**src/rtl/rr_mux_pkg.sv**
```systemverilog
// rr_mux_pkg: shared types and constants for the rr_mux_arb block.
//   st_t       - output-slot state (EMPTY / FULL)
//   MODE_*     - encodings of the mode input
//   DEF_*      - default channel count and data width
package rr_mux_pkg;
  localparam int   DEF_N_CH   = 8;
  localparam int   DEF_DATA_W = 8;
  localparam logic MODE_FIXED = 1'b0;
  localparam logic MODE_RR    = 1'b1;

  typedef enum logic {EMPTY = 1'b0, FULL = 1'b1} st_t;
endpackage

```
**src/rtl/rr_mux_pick.sv**
```systemverilog
// rr_mux_pick: combinational grant selection for rr_mux_arb.
//   ptr         - round-robin scan start
//   in_valid    - per-channel requests
//   mode        - MODE_FIXED: grant sel if it requests; MODE_RR: first requester from ptr
//   sel         - fixed-mode channel index (out-of-range gives no grant)
//   grant_valid - a channel is granted
//   grant_idx   - granted channel index
module rr_mux_pick
  import rr_mux_pkg::*;
#(
  parameter int N_CH  = DEF_N_CH,
  parameter int SEL_W = $clog2(N_CH)
) (
  input  logic [SEL_W-1:0] ptr,
  input  logic [N_CH-1:0]  in_valid,
  input  logic             mode,
  input  logic [SEL_W-1:0] sel,
  output logic             grant_valid,
  output logic [SEL_W-1:0] grant_idx
);
  localparam logic [SEL_W:0] NCH = (SEL_W+1)'(N_CH);

  logic [2*N_CH-1:0] dbl;
  logic [N_CH-1:0]   rot;
  logic [SEL_W-1:0]  off;
  logic [SEL_W:0]    sum;
  logic              rr_hit;
  logic              fx_hit;

  // Rotate requests so bit 0 is channel ptr; the lowest set bit is the winner.
  assign dbl = {in_valid, in_valid} >> ptr;
  assign rot = dbl[N_CH-1:0];

  always_comb begin
    off    = '0;
    rr_hit = 1'b0;
    for (int i = N_CH-1; i >= 0; i--) begin
      if (rot[i]) begin
        off    = SEL_W'(i);
        rr_hit = 1'b1;
      end
    end
  end

  assign sum = {1'b0, ptr} + {1'b0, off};

  // Compare against every legal index so sel >= N_CH never matches.
  always_comb begin
    fx_hit = 1'b0;
    for (int k = 0; k < N_CH; k++)
      if (sel == SEL_W'(k)) fx_hit = in_valid[k];
  end

  always_comb begin
    grant_valid = 1'b0;
    grant_idx   = '0;
    if (mode == MODE_RR) begin
      grant_valid = rr_hit;
      grant_idx   = (sum >= NCH) ? SEL_W'(sum - NCH) : SEL_W'(sum);
    end else begin
      grant_valid = fx_hit;
      grant_idx   = sel;
    end
  end
endmodule

```
**src/rtl/rr_mux_arb.sv**
```systemverilog
// rr_mux_arb: N-channel registered mux with valid/ready on every port.
// Fixed-select or round-robin grant feeds a single output register slot.
//   clk, rst_n          - clock, async active-low reset
//   mode, sel           - grant mode and fixed-mode channel
//   in_data/in_valid    - channel k data at [k*DATA_W +: DATA_W]
//   in_ready            - one-hot (or zero) accept
//   out_data/out_valid  - registered output; out_ready is consumer accept
//   out_ch              - source channel, only with RR_MUX_CHID_EN defined
module rr_mux_arb
  import rr_mux_pkg::*;
#(
  parameter  int N_CH   = DEF_N_CH,
  parameter  int DATA_W = DEF_DATA_W,
  localparam int SEL_W  = $clog2(N_CH)
) (
  input  logic                   clk,
  input  logic                   rst_n,
  input  logic                   mode,
  input  logic [SEL_W-1:0]       sel,
  input  logic [N_CH*DATA_W-1:0] in_data,
  input  logic [N_CH-1:0]        in_valid,
  output logic [N_CH-1:0]        in_ready,
  output logic [DATA_W-1:0]      out_data,
  output logic                   out_valid,
`ifdef RR_MUX_CHID_EN
  output logic [SEL_W-1:0]       out_ch,
`endif
  input  logic                   out_ready
);
  logic [N_CH-1:0][DATA_W-1:0] in_vec;
  logic [SEL_W-1:0]            ptr;
  logic                        grant_valid;
  logic [SEL_W-1:0]            grant_idx;
  logic                        load, xfer_in, xfer_out;
  st_t                         st, st_nxt;

  assign in_vec = in_data;

  rr_mux_pick #(.N_CH(N_CH), .SEL_W(SEL_W)) u_pick (
    .ptr         (ptr),
    .in_valid    (in_valid),
    .mode        (mode),
    .sel         (sel),
    .grant_valid (grant_valid),
    .grant_idx   (grant_idx)
  );

  assign out_valid = (st == FULL);
  assign load      = !out_valid || out_ready;
  // rst_n gate keeps in_ready low for the whole reset window.
  assign xfer_in   = rst_n && load && grant_valid;
  assign xfer_out  = out_valid && out_ready;

  for (genvar k = 0; k < N_CH; k++) begin : g_rdy
    assign in_ready[k] = xfer_in && (grant_idx == SEL_W'(k));
  end

  always_comb begin
    st_nxt = st;
    case (st)
      EMPTY:   if (xfer_in) st_nxt = FULL;
      FULL:    if (xfer_out && !xfer_in) st_nxt = EMPTY;
      default: st_nxt = EMPTY;
    endcase
  end

  always_ff @(posedge clk or negedge rst_n) begin
    if (!rst_n) begin
      st       <= EMPTY;
      out_data <= '0;
      ptr      <= '0;
    end else begin
      st <= st_nxt;
      if (xfer_in) begin
        out_data <= in_vec[grant_idx];
        if (mode == MODE_RR)
          ptr <= (grant_idx == SEL_W'(N_CH-1)) ? '0 : grant_idx + 1'b1;
      end
    end
  end

`ifdef RR_MUX_CHID_EN
  always_ff @(posedge clk or negedge rst_n) begin
    if (!rst_n)       out_ch <= '0;
    else if (xfer_in) out_ch <= grant_idx;
  end
`endif
endmodule

```
**config.mk**
```make
export PLATFORM = sky130hd
export DESIGN_NAME = rr_mux_arb
export DESIGN_NICKNAME = d
export VERILOG_FILES = /design/src/rtl/rr_mux_pkg.sv /design/src/rtl/rr_mux_pick.sv /design/src/rtl/rr_mux_arb.sv
export SDC_FILE = /design/constraint.sdc
export NUM_CORES = 1
export LEC_CHECK = 0
export CAP_MARGIN = 20
export CORE_ASPECT_RATIO = 1.1
export CORE_UTILIZATION = 40
export CTS_CLUSTER_DIAMETER = 120
export DETAILED_ROUTE_END_ITERATION = 10
export GPL_TIMING_DRIVEN = 1
export PLACE_DENSITY = 0.87
export SETUP_SLACK_MARGIN = 0.2
export SYNTH_ARGS = -nofsm -noshare
export SYNTH_HDL_FRONTEND = slang
export SYNTH_HIERARCHICAL = 1
export SYNTH_SLANG_ARGS = --single-unit
```
**constraint.sdc**
```tcl
create_clock -name clk -period 14.4 [get_ports clk]
set_clock_uncertainty 0.2 [all_clocks]
set_input_delay 2.88 -clock clk [delete_from_list [all_inputs] [get_ports clk]]
set_output_delay 2.88 -clock clk [all_outputs]
set_load 0.005 [all_outputs]
```
-- Word-level counts from Yosys, hierarchy flattened
Cells that the tools add are included.
- $add $sub $neg: 3
- magnitude comparators: 2
- equal/unequal tests: 14
- shift-type cells: 1
- multiplexer cells: 33
- bitwise gates (word level): 1
- reductions and logical operators: 18
- operators with widths (kind ; count):
    3-bit two-way mux ; 11
    8-bit binary-select mux with 3-bit select ; 1
    3-bit == test, second input constant ; 8
    1-bit two-way mux ; 19
    16-bit by 3-bit right shift with 8-bit output ; 1
    3-bit by 2-bit == test with 1-bit output, second input constant ; 4
    1-bit logical AND ; 12
    8-bit two-way mux ; 1
    3-bit by 1-bit == test with 1-bit output, second input constant ; 2
    3-bit zero test ; 2
    3-bit by 3-bit adder with 4-bit output ; 1
    4-bit greater-or-equal comparator, second input constant ; 1
    3-bit by 4-bit less-than comparator with 1-bit output, second input constant ; 1
    3-bit by 1-bit adder with 3-bit output, second input constant ; 1
    3-bit by 1-bit subtractor with 3-bit output, second input constant ; 1
    1-bit zero test ; 2
    1-bit one-hot mux with 2 select lines ; 1
    2-bit AND reduction ; 1
    1-bit logical OR ; 1
    1-bit inverter ; 1
- bits in registers: 12
- input bits: 79
- output and inout bits: 17

-- Logic depth before layout (Yosys ltp)
Gate-level depths: netlist of the first run.
- depth after elaboration: 15
- gate-level depth with buffers: 18
- mapped depth without buffers: 15

-- Modules after synthesis
The synthesis of the first run kept the hierarchy.
- by module, submodules not included (module ; times used ; cells an instance ; area an instance (sq um) ; sequential area each (sq um)):
    rr_mux_arb ; 1 ; 117 ; 1167.4 ; 300.3
    rr_mux_pick ; 1 ; 103 ; 855.8 ; 0.0

-- Least setup slack after synthesis of the first run
Ideal clock, no wire load.
- path type: input -> output
- start point: input port in_valid[1]
- end point: output port in_ready[3]
- arrival: 5.725 ns
- data required time: 11.320 ns
- slack: 5.595 ns
- stages: 15
- path buffers: 1
- cells stage by stage: buf_2 mux4_1 mux2_2 nor2_1 o21ai_0 nand2_1 ha_1 inv_1 fa_1 xor2_1 xnor2_1 a21oi_1 inv_1 ha_1 and2_1
- cells in the longest elaborated chain, start to end: 15
- elaborated cells between the ends (all ways): 33
- classes of those cells: add/sub (2); order compare (1); eq/ne (1); shift (1); mux (26); reduce/logical (2)
- ends and longest elaborated chain (item ; RTL line ; RTL):
    from (decl) ; rr_mux_arb.sv:21 ; input logic [N_CH-1:0] in_valid,
    16-bit by 3-bit right shift with 8-bit output * ; rr_mux_pick.sv:31 ; assign dbl = {in_valid, in_valid} >> ptr;
    3-bit two-way mux (7 in a row) ; rr_mux_pick.sv:38 ; if (rot[i]) begin
    3-bit two-way mux * ; rr_mux_pick.sv:38 ;
    3-bit by 3-bit adder with 4-bit output * ; rr_mux_pick.sv:45 ; assign sum = {1'b0, ptr} + {1'b0, off};
    4-bit greater-or-equal comparator / 3-bit by 1-bit subtractor with 3-bit output (equally long branches) ; rr_mux_pick.sv:59 ; grant_idx = (sum >= NCH) ? SEL_W'(sum - NCH) : SEL_W'(sum);
    3-bit two-way mux * ; rr_mux_pick.sv:59 ;
    3-bit two-way mux * ; rr_mux_pick.sv:57 ; if (mode == MODE_RR) begin
    via grant_idx[2] ; rr_mux_arb.sv:33 ; logic [SEL_W-1:0] grant_idx;
    3-bit by 2-bit == test with 1-bit output * ; rr_mux_arb.sv:55 ; assign in_ready[k] = xfer_in && (grant_idx == SEL_W'(k));
    1-bit logical AND * ; rr_mux_arb.sv:55 ;
    to (decl) ; rr_mux_arb.sv:22 ; output logic [N_CH-1:0] in_ready,
Mark *: on every way through the listed nets, which the timed path passes. The rest lies on a longest branch.

-- Worst setup path after layout of the first run
- start point: input port in_valid[6]
- end point: output port in_ready[3]
The elaborated chain is that of the path after synthesis.

==> impl_metrics.toml, run 1 <==
[status]
status = "finished clean"

[floorplan]
dieArea_sq_um = 5350
die_w_um = 69.8
die_h_um = 76.6
ioPinCount = 96
core_area_sq_um = 4750
start_util = 0.426
rows = 26

[synth]
synth_edf_count = 0
ys_types = 50
async_reset_ff_frac = 1.00
yosys_warnings = 6
synth_common_cells = "mux2i_1 (24), mux2_2 (22), dfrtp_1 (12), nor2_1 (12), o21ai_0 (12)"
synth.largest_area_cell = "dfrtp_1"
ys_seq_area_frac = 0.148
synthTopCellsByArea = "dfrtp_1 (15%), mux2_2 (12%), mux2i_1 (12%)"
yosysMostFrequentCell = "mux2i_1"
syn_avg_cell_area_sq_um = 9.20
synth-seq-cells = 12
synth_top_area_frac = 0.148
synth_cells = 220
synth_fp_nets = 307
synth_area_sq_um = 2020
synth_top_flop_cell = "dfrtp_1"

[global_route]
grtUsageMet3 = 0.0238
use_met1 = 0.273
busiest_layer = "met2"
grtUsageTotal = 0.228
met2_usage = 0.416
antenna_found_initial = 0
grt_pass1_wl_mm = 9.83
grt_pass1_vias = 2132
grt-ovfl-total = 0
grt_max_degree = 35

[detailed_routing]
dr.pass1.iters = 4
avgViaCountPerCell = 5.95
drtAntennaViolNets = 0
drtIter0Drc = 165
routed_wl_mm = 6.09
vias = 2130
post_drt_wl_per_cell_um = 17.0
drc = 0

[sta]
report.final.slew_viol_count = 0
timing.setup.tns_ns = 0
hold_viol_final = 0
clock.fmax_ghz = 0.0980
worst_pin_slew_ns = 0.909
post-route-min-period_ns = 10.21
period_share = 0.709
max_slew_margin = 0.394
grt_setup_unrepaired = "false"
finalSetupViolCount = 0

[clock_tree]
clk_pin_slew_ns = 0.05
cts_hold_buffers = 0
post_cts_buffers = 0
cts_num_sinks = 12
clkLatencyLatePin_ns = 0.25
cts_resized = 0
ctsRootBufferMaster = "clkbuf_8"
ctsHtreeMaxLevel = 1
cts_tree = "yes"
cts_buffer_depth = 2
numCtsBuffers = 3

[layout]
syn_to_final_growth_pct = 47.0
final_core_util = 0.626
layout.nets = 390
fin_cells = 358
drive_gt1_frac = 0.136
antenna_cells = 0
design_area_sq_um = 2970

[placement]
hpwl_mm = 4.84
finalWeightedCongestion = 0.882
port_buffers = 95
dpl_cell_area_sq_um = 2920
place_inst = 354

[setup_path]
path_max_fanout = 11
r2r-end = "out_data[0]"
arrival_ns = 7.13
startpoint = "in_valid[6]"
rr_worst_depth = 14
critPathKind = "in -> out"
cp-start-kind = "primary input"
required_ns = 11.32
reg2reg_from = "ptr[1]"
endpoint = "in_ready[3]"
r2r_slack_ns = 9.59
critPathCaptureType = "primary output"

[power]
p_leak_nw = 1.23
power_density_nw_per_um2 = 171
ir_drop_v = 0.000114
power_uw = 509

[job]
drv_cap = 0

[worst_hold_path]
hold_path_class = "reg -> reg"
==> worst min path at each step <==
stage / from / slack [ns] / end / cells past startpoint
2_1_floorplan: ptr[2] / 0.29 / ptr[2] / 2
3_3_place_gp: out_data[5] / 0.29 / out_data[5] / 2
3_5_place_dp: out_data[2] / 0.30 / out_data[2] / 2
4_1_cts: out_data[2] / 0.31 / out_data[2] / 2
5_1_grt: out_data[2] / 0.35 / out_data[2] / 2
6_report: out_data[2] / 0.31 / out_data[2] / 2
==> per-layer routing <==
| layer | wire, um | part of all wire | vias up |
|---|---|---|---|
| met1 | 2320 | 0.38 | 1012 |
| met3 | 338 | 0.055 | 12 |
| li1 | - | - | 1007 |
| met2 | 3320 | 0.54 | 99 |
| met4 | 121 | 0.020 | 0 |
| met5 | 0 | 0 | - |
==> layout by cell type, fill, tap and decap left out, types with 2 or more instances in the layout <==
cell type        Yosys  routed
mux2_2              22      22
clkbuf_8             0       4
nor2b_1              7       7
o211ai_1             2       2
o31ai_2              2       2
nand2b_1             9       9
o31ai_1              7       7
ha_1                 7       7
dfrtp_1             12      12
nand3_1              2       2
clkdlybuf4s50_1      0      95
or3_1                2       2
o21ai_0             12      12
nor2_1              12      12
and2_1               2       2
o32ai_1              2       2
a21oi_1              7       6
mux4_2               5       5
a211oi_1             2       2
mux2i_1             24      24
o22ai_1              9       9
mux4_1               2       2
a32oi_1              2       2
inv_1                9       9
nor3_1               2       2
and3_1               6       6
nand2_1              8       8
a22o_1               7       7
==> where the power goes <==
group	total [mW]	internal, mW	switching [mW]
Clock	0.0375	0.0242	0.0133
Combinational	0.392	0.201	0.191
Sequential	0.0799	0.0493	0.0306
Total	0.509	0.274	0.235
==> kinds of logic (layout without fill, tap and decap cells) <==
group / after synthesis / after routing / synth area share
compound gates: 62 / 62 / 0.226
xor+xnor: 2 / 2 / 0.00866
fa+ha+maj: 8 / 8 / 0.0532
buf+inv: 28 / 110 / 0.0909
flops: 12 / 12 / 0.148
mux: 54 / 54 / 0.330
simple gates: 54 / 54 / 0.143
==> state kept, by name, summed over array words and instances, names as in the netlist <==
name / count
ptr: 3
out_data: 8
out_valid: 1
==> area by class of cell <==
class / count / area [sq um]
inverters: 10 / 40.0
flip-flops and latches: 12 / 300
well taps: 56 / 70.1
repair buffers: 96 / 958
multi-input cells: 180 / 1550
fillers: 393 / 1780
clock buffers: 4 / 55.1
==> worst max-delay path, cell delays in order <==
cell and delay [ns]:
clkdlybuf4s50_1 0.62, mux4_1 0.60, mux2_2 0.32, nor2_1 0.10, o21ai_0 0.08, nand2_1 0.07, ha_1 0.15, inv_1 0.05
fa_1 0.38, xor2_1 0.17, xnor2_1 0.16, a21oi_1 0.54, inv_1 0.20, ha_1 0.24, and2_1 0.13, clkdlybuf4s50_1 0.43
==> stage by stage <==
step | worst slack, ns | hold WS (ns)
after detailed placement | 4.29 | 0.299
after global routing | 3.94 | 0.352
final | 4.19 | 0.313
after global placement | 4.41 | 0.293
after CTS | 4.29 | 0.311
after floorplan | 5.60 | 0.293
No activity file was read; power rests on OpenSTA's default activity.
==> inputs of run 2 (changes only) <==
clock period = 10.6 ns   (was 14.4 ns; I/O delays follow)
==> run 2 against run 1 <==
- via count decreased by 1.4%
- die area stayed put
- total power increased by 36%
- clock power up 35%
- first-iteration DRC count rose by 2.4%
- register-to-register slack lost 3.8 ns
- final cell count is the same
- clock-buffer cell count unchanged
- sequential share of layout area unchanged
- critical path type unchanged
- critical endpoint unchanged
- largest cell class unchanged
- largest power group unchanged
- highest routed layer unchanged
==> impl_metrics.toml, run 2 (same netlist as run 1, synthesis figures left out) <==
[layout]
drive_gt1_frac = 0.136
largest_reg_flops = 8
syn_to_final_growth_pct = 47.0
layout_common_cells = "clkdlybuf4s50_1 (95), mux2i_1 (24), mux2_2 (22)"
layout.nets = 390
antenna_cells = 0
regMostFlops = "out_data"
final_common_cell = "clkdlybuf4s50_1"

[sta]
grt_setup_unrepaired = "false"
post-route-min-period_ns = 8.65
worst_pin_slew_ns = 0.930
hold_viol_final = 0
hold_ws_ns = 0.314
max_slew_margin = 0.380
report.final.slew_viol_count = 0
finalSetupViolCount = 0
clock.fmax_ghz = 0.116
period_share = 0.816
timing.setup.tns_ns = 0

[power]
power_uw = 692
p_leak_nw = 1.23
ir_drop_v = 0.000153
power_density_nw_per_um2 = 233

[worst_hold_path]
hold_path_class = "reg -> reg"

[setup_path]
path_max_fanout = 11
cp-start-kind = "primary input"
critPathCaptureType = "primary output"
required_ns = 8.28
critPathKind = "in -> out"
arrival_ns = 6.33

[detailed_routing]
post_drt_wl_per_cell_um = 16.9
drtAntennaViolNets = 0
vias = 2100
routed_wl_mm = 6.04
drtIter0Drc = 169
avgViaCountPerCell = 5.87
dr.pass1.iters = 4
drc = 0

[clock_tree]
cts_resized = 0
cts_hold_buffers = 0
cts_num_sinks = 12
ctsHtreeMaxLevel = 1
cts_buffer_depth = 2
clk_pin_slew_ns = 0.05
numCtsBuffers = 3
clkLatencyLatePin_ns = 0.24
ctsRootBufferMaster = "clkbuf_8"
post_cts_buffers = 0
cts_tree = "yes"

[global_route]
grt_max_degree = 35
grtUsageTotal = 0.226
grt_pass1_vias = 2058
grt-ovfl-total = 0
grt_pass1_wl_mm = 9.72
antenna_found_initial = 0

[job]
drv_cap = 0

[floorplan]
die_h_um = 76.6
start_util = 0.426
dieArea_sq_um = 5350
ioPinCount = 96
die_w_um = 69.8
core_area_sq_um = 4750
rows = 26

[status]
status = "finished clean"

[placement]
port_buffers = 95
finalWeightedCongestion = 0.881
hpwl_mm = 4.81
## run 2: cell counts in the layout (fill, tap and decap cells not counted)
No cell type changed its count.
## run 2: area by class of cell
| class | count | area [sq um] |
|---|---|---|
| fill | 389 | 1780 |
| multi-input combinational | 180 | 1550 |
| timing repair buffer | 96 | 958 |
| sequential | 12 | 300 |
| tap | 56 | 70.1 |
| clock buffer | 4 | 55.1 |
| inverter | 10 | 40.0 |
## run 2: power breakdown
part	internal [mW]	total, mW	leakage [nW]	switching, mW
logic	0.273	0.533	1.06	0.260
registers	0.0669	0.109	0.144	0.0418
clock network	0.0329	0.0505	0.0288	0.0176
total	0.373	0.692	1.23	0.319
## run 2: worst paths after layout
path | startpoint | end | slack (ns) | depth (start not counted)
max | in_valid[6] | in_ready[3] | 1.95 | 16
min | out_data[4] | out_data[4] | 0.31 | 2
max reg2reg | ptr[1] | out_data[0] | 5.80 | 14
min reg2reg | out_data[4] | out_data[4] | 0.31 | 2
max in group asynchronous | rst_n | out_valid | 7.70 | 1
min in group asynchronous | rst_n | out_data[4] | 2.08 | 1
## run 2: metal layers
layer	share of wire	up-vias	track usage
met2	0.53	86	0.395
met4	0.022	0	0.0900
met5	0	-	0
met1	0.40	1000	0.279
li1	-	1004	-
met3	0.048	10	0.0278
## run 2: critical path, stage by stage
cell and delay [ns]:
clkdlybuf4s50_1 0.61, mux4_1 0.59, mux2_2 0.32, nor2_1 0.10, o21ai_0 0.08, nand2_1 0.06, ha_1 0.14, inv_1 0.05
fa_1 0.37, xor2_1 0.17, xnor2_1 0.16, a21oi_1 0.56, inv_1 0.19, ha_1 0.24, and2_1 0.13, clkdlybuf4s50_1 0.44
## run 2: through the flow
stage / utilization / setup WS [ns] / cells / area (sq um)
after detailed placement: 0.615 / 1.95 / 354 / 2920
after global placement: 0.615 / 2.13 / 354 / 2920
after global routing: 0.626 / 1.68 / 358 / 2970
after CTS: 0.626 / 1.94 / 358 / 2970
final: 0.626 / 1.95 / 358 / 2970
after floorplan: - / 3.32 / 220 / 2020
==> inputs of run 3 (changes only) <==
CORE_UTILIZATION = 38   (was 40)
PLACE_DENSITY = 0.86   (was 0.87)
clock period = 7.3 ns   (was 10.6 ns; I/O delays follow)
==> run 3 against run 2 <==
- critical path depth is the same
- sequential power grew 46%
- register-to-register slack lost 3.1 ns
- wire length grew 1.4%
- design area grew 1.7%
- sequential cell count is the same
- global-route usage shrank 1.3 points
- sequential share of layout area shrank 0.17 points
- critical path type unchanged
==> impl_metrics.toml, run 3 (same netlist as run 1, synthesis figures left out) <==
[global_route]
grtUsageTotal = 0.214
busiest_layer = "met2"
grt_max_degree = 35
met2_usage = 0.374
grt-ovfl-total = 0
grt_pass1_wl_mm = 9.55
grtUsageMet3 = 0.0270
use_met1 = 0.274
grt_pass1_vias = 2040
antenna_found_initial = 0

[layout]
final_common_cell = "clkdlybuf4s50_1"
layout.nets = 396
regMostFlops = "out_data"
fin_cells = 366
final_core_util = 0.597
largest_reg_flops = 8
layout_common_cells = "clkdlybuf4s50_1 (94), mux2i_1 (24), mux2_2 (22)"
design_area_sq_um = 3020
nFillCells = 436
drive_gt1_frac = 0.153
syn_to_final_growth_pct = 49.5
antenna_cells = 0

[setup_path]
cp-start-kind = "primary input"
max_stage_delay_ns = 0.59
arrival_ns = 5.19
critPathCaptureType = "primary output"
slowest_stage = "mux4_1"
cp_num_buf_inv = 4
critPathKind = "in -> out"
path_max_fanout = 8
path_cells = "clkdlybuf4s50_1 > mux4_1 > mux2_2 > nor2_1 > o21ai_0 > nand2_1 > ha_1 > inv_1 > fa_1 > xor2_1 > xnor2_1 > a21oi_1 > inv_1 > ha_1 > and2_1 > clkdlybuf4s50_1"
required_ns = 5.64
cp_top_family = "buffers and inverters"

[power]
power_density_nw_per_um2 = 333
ir_drop_v = 0.000283
power_mw = 1.01
p_leak_nw = 1.27

[floorplan]
start_util = 0.399
die_w_um = 71.6
die_h_um = 78.5
dieArea_sq_um = 5620
rows = 27
ioPinCount = 96
core_area_sq_um = 5070

[sta]
hold_ws_ns = 0.320
timing.setup.tns_ns = 0
post-route-min-period_ns = 6.85
period_share = 0.938
max_slew_margin = 0.387
finalSetupViolCount = 0
hold_viol_final = 0
report.final.slew_viol_count = 0
clock.fmax_ghz = 0.146
fin_ws_ns = 0.454
grt_setup_unrepaired = "false"
worst_pin_slew_ns = 0.919

[clock_tree]
cts_tree = "yes"
cts_hold_buffers = 0
clk_pin_slew_ns = 0.05
ctsRootBufferMaster = "clkbuf_8"
cts_num_sinks = 12
numCtsBuffers = 3
cts_buffer_depth = 2
ctsHtreeMaxLevel = 1
clkLatencyLatePin_ns = 0.24

[detailed_routing]
post_drt_wl_per_cell_um = 16.7
drtIter0Drc = 139
drtAntennaViolNets = 0
routed_wl_mm = 6.13
vias = 2107
drc = 0
dr.pass1.iters = 4
avgViaCountPerCell = 5.76

[placement]
dpl_cell_area_sq_um = 2970
port_buffers = 95
finalWeightedCongestion = 0.970
place_inst = 362
hpwl_mm = 4.95
place_ws_ns = 0.461

[worst_hold_path]
hold_path_class = "reg -> reg"

[status]
status = "finished clean"

[job]
drv_cap = 0
==> run 3: changes by cell type in the layout (fill, tap and decap cells not counted) <==
cell,change
buf_4,+6
clkdlybuf4s50_1,-1
dlymetal6s2s_1,+1
==> run 3: where the power goes <==
group | switching, mW | total (mW) | internal, mW
clock network | 0.0252 | 0.0729 | 0.0477
logic | 0.373 | 0.776 | 0.403
registers | 0.0615 | 0.159 | 0.0971
==> run 3: what timing repair did <==
| action | in CTS | in global routing |
|---|---|---|
| buffers inserted | 0 | 0 |
| gates resized for setup | 0 | 1 |
| endpoints found under the setup margin | 0 | 1 |
==> run 3: area by class of cell <==
type	count	area [sq um]	area share
Multi-Input combinational cell	180	1550	0.513
Timing Repair Buffer	102	1010	0.333
Tap cell	58	72.6	0.0240
Clock buffer	4	55.1	0.0182
Inverter	10	40.0	0.0132
Sequential cell	12	300	0.0993
==> run 3: per-layer routing <==
layer	part of all wire	vias up	routed length, um
met5	0	-	0
met4	0.019	0	115
met3	0.035	10	217
met2	0.52	71	3160
met1	0.43	1007	2630
li1	-	1019	-
==> run 3: path summary, 6_finish.rpt <==
check                                  from           to  slack, ns  cells after the start
worst max-delay path            in_valid[7]  in_ready[3]       0.45                     16
worst min-delay path            out_data[5]  out_data[5]       0.32                      2
worst max register to register       ptr[1]  out_data[0]       2.75                     13
worst min register to register  out_data[5]  out_data[5]       0.32                      2
max in group asynchronous             rst_n       ptr[0]       5.11                      1
min in group asynchronous             rst_n  out_data[4]       1.40                      1
==> run 3: tightest hold or removal path: stages, from the launching register on <==
cell and delay [ns]:
dfrtp_1 0.34, o21ai_0 0.08, o31ai_1 0.07
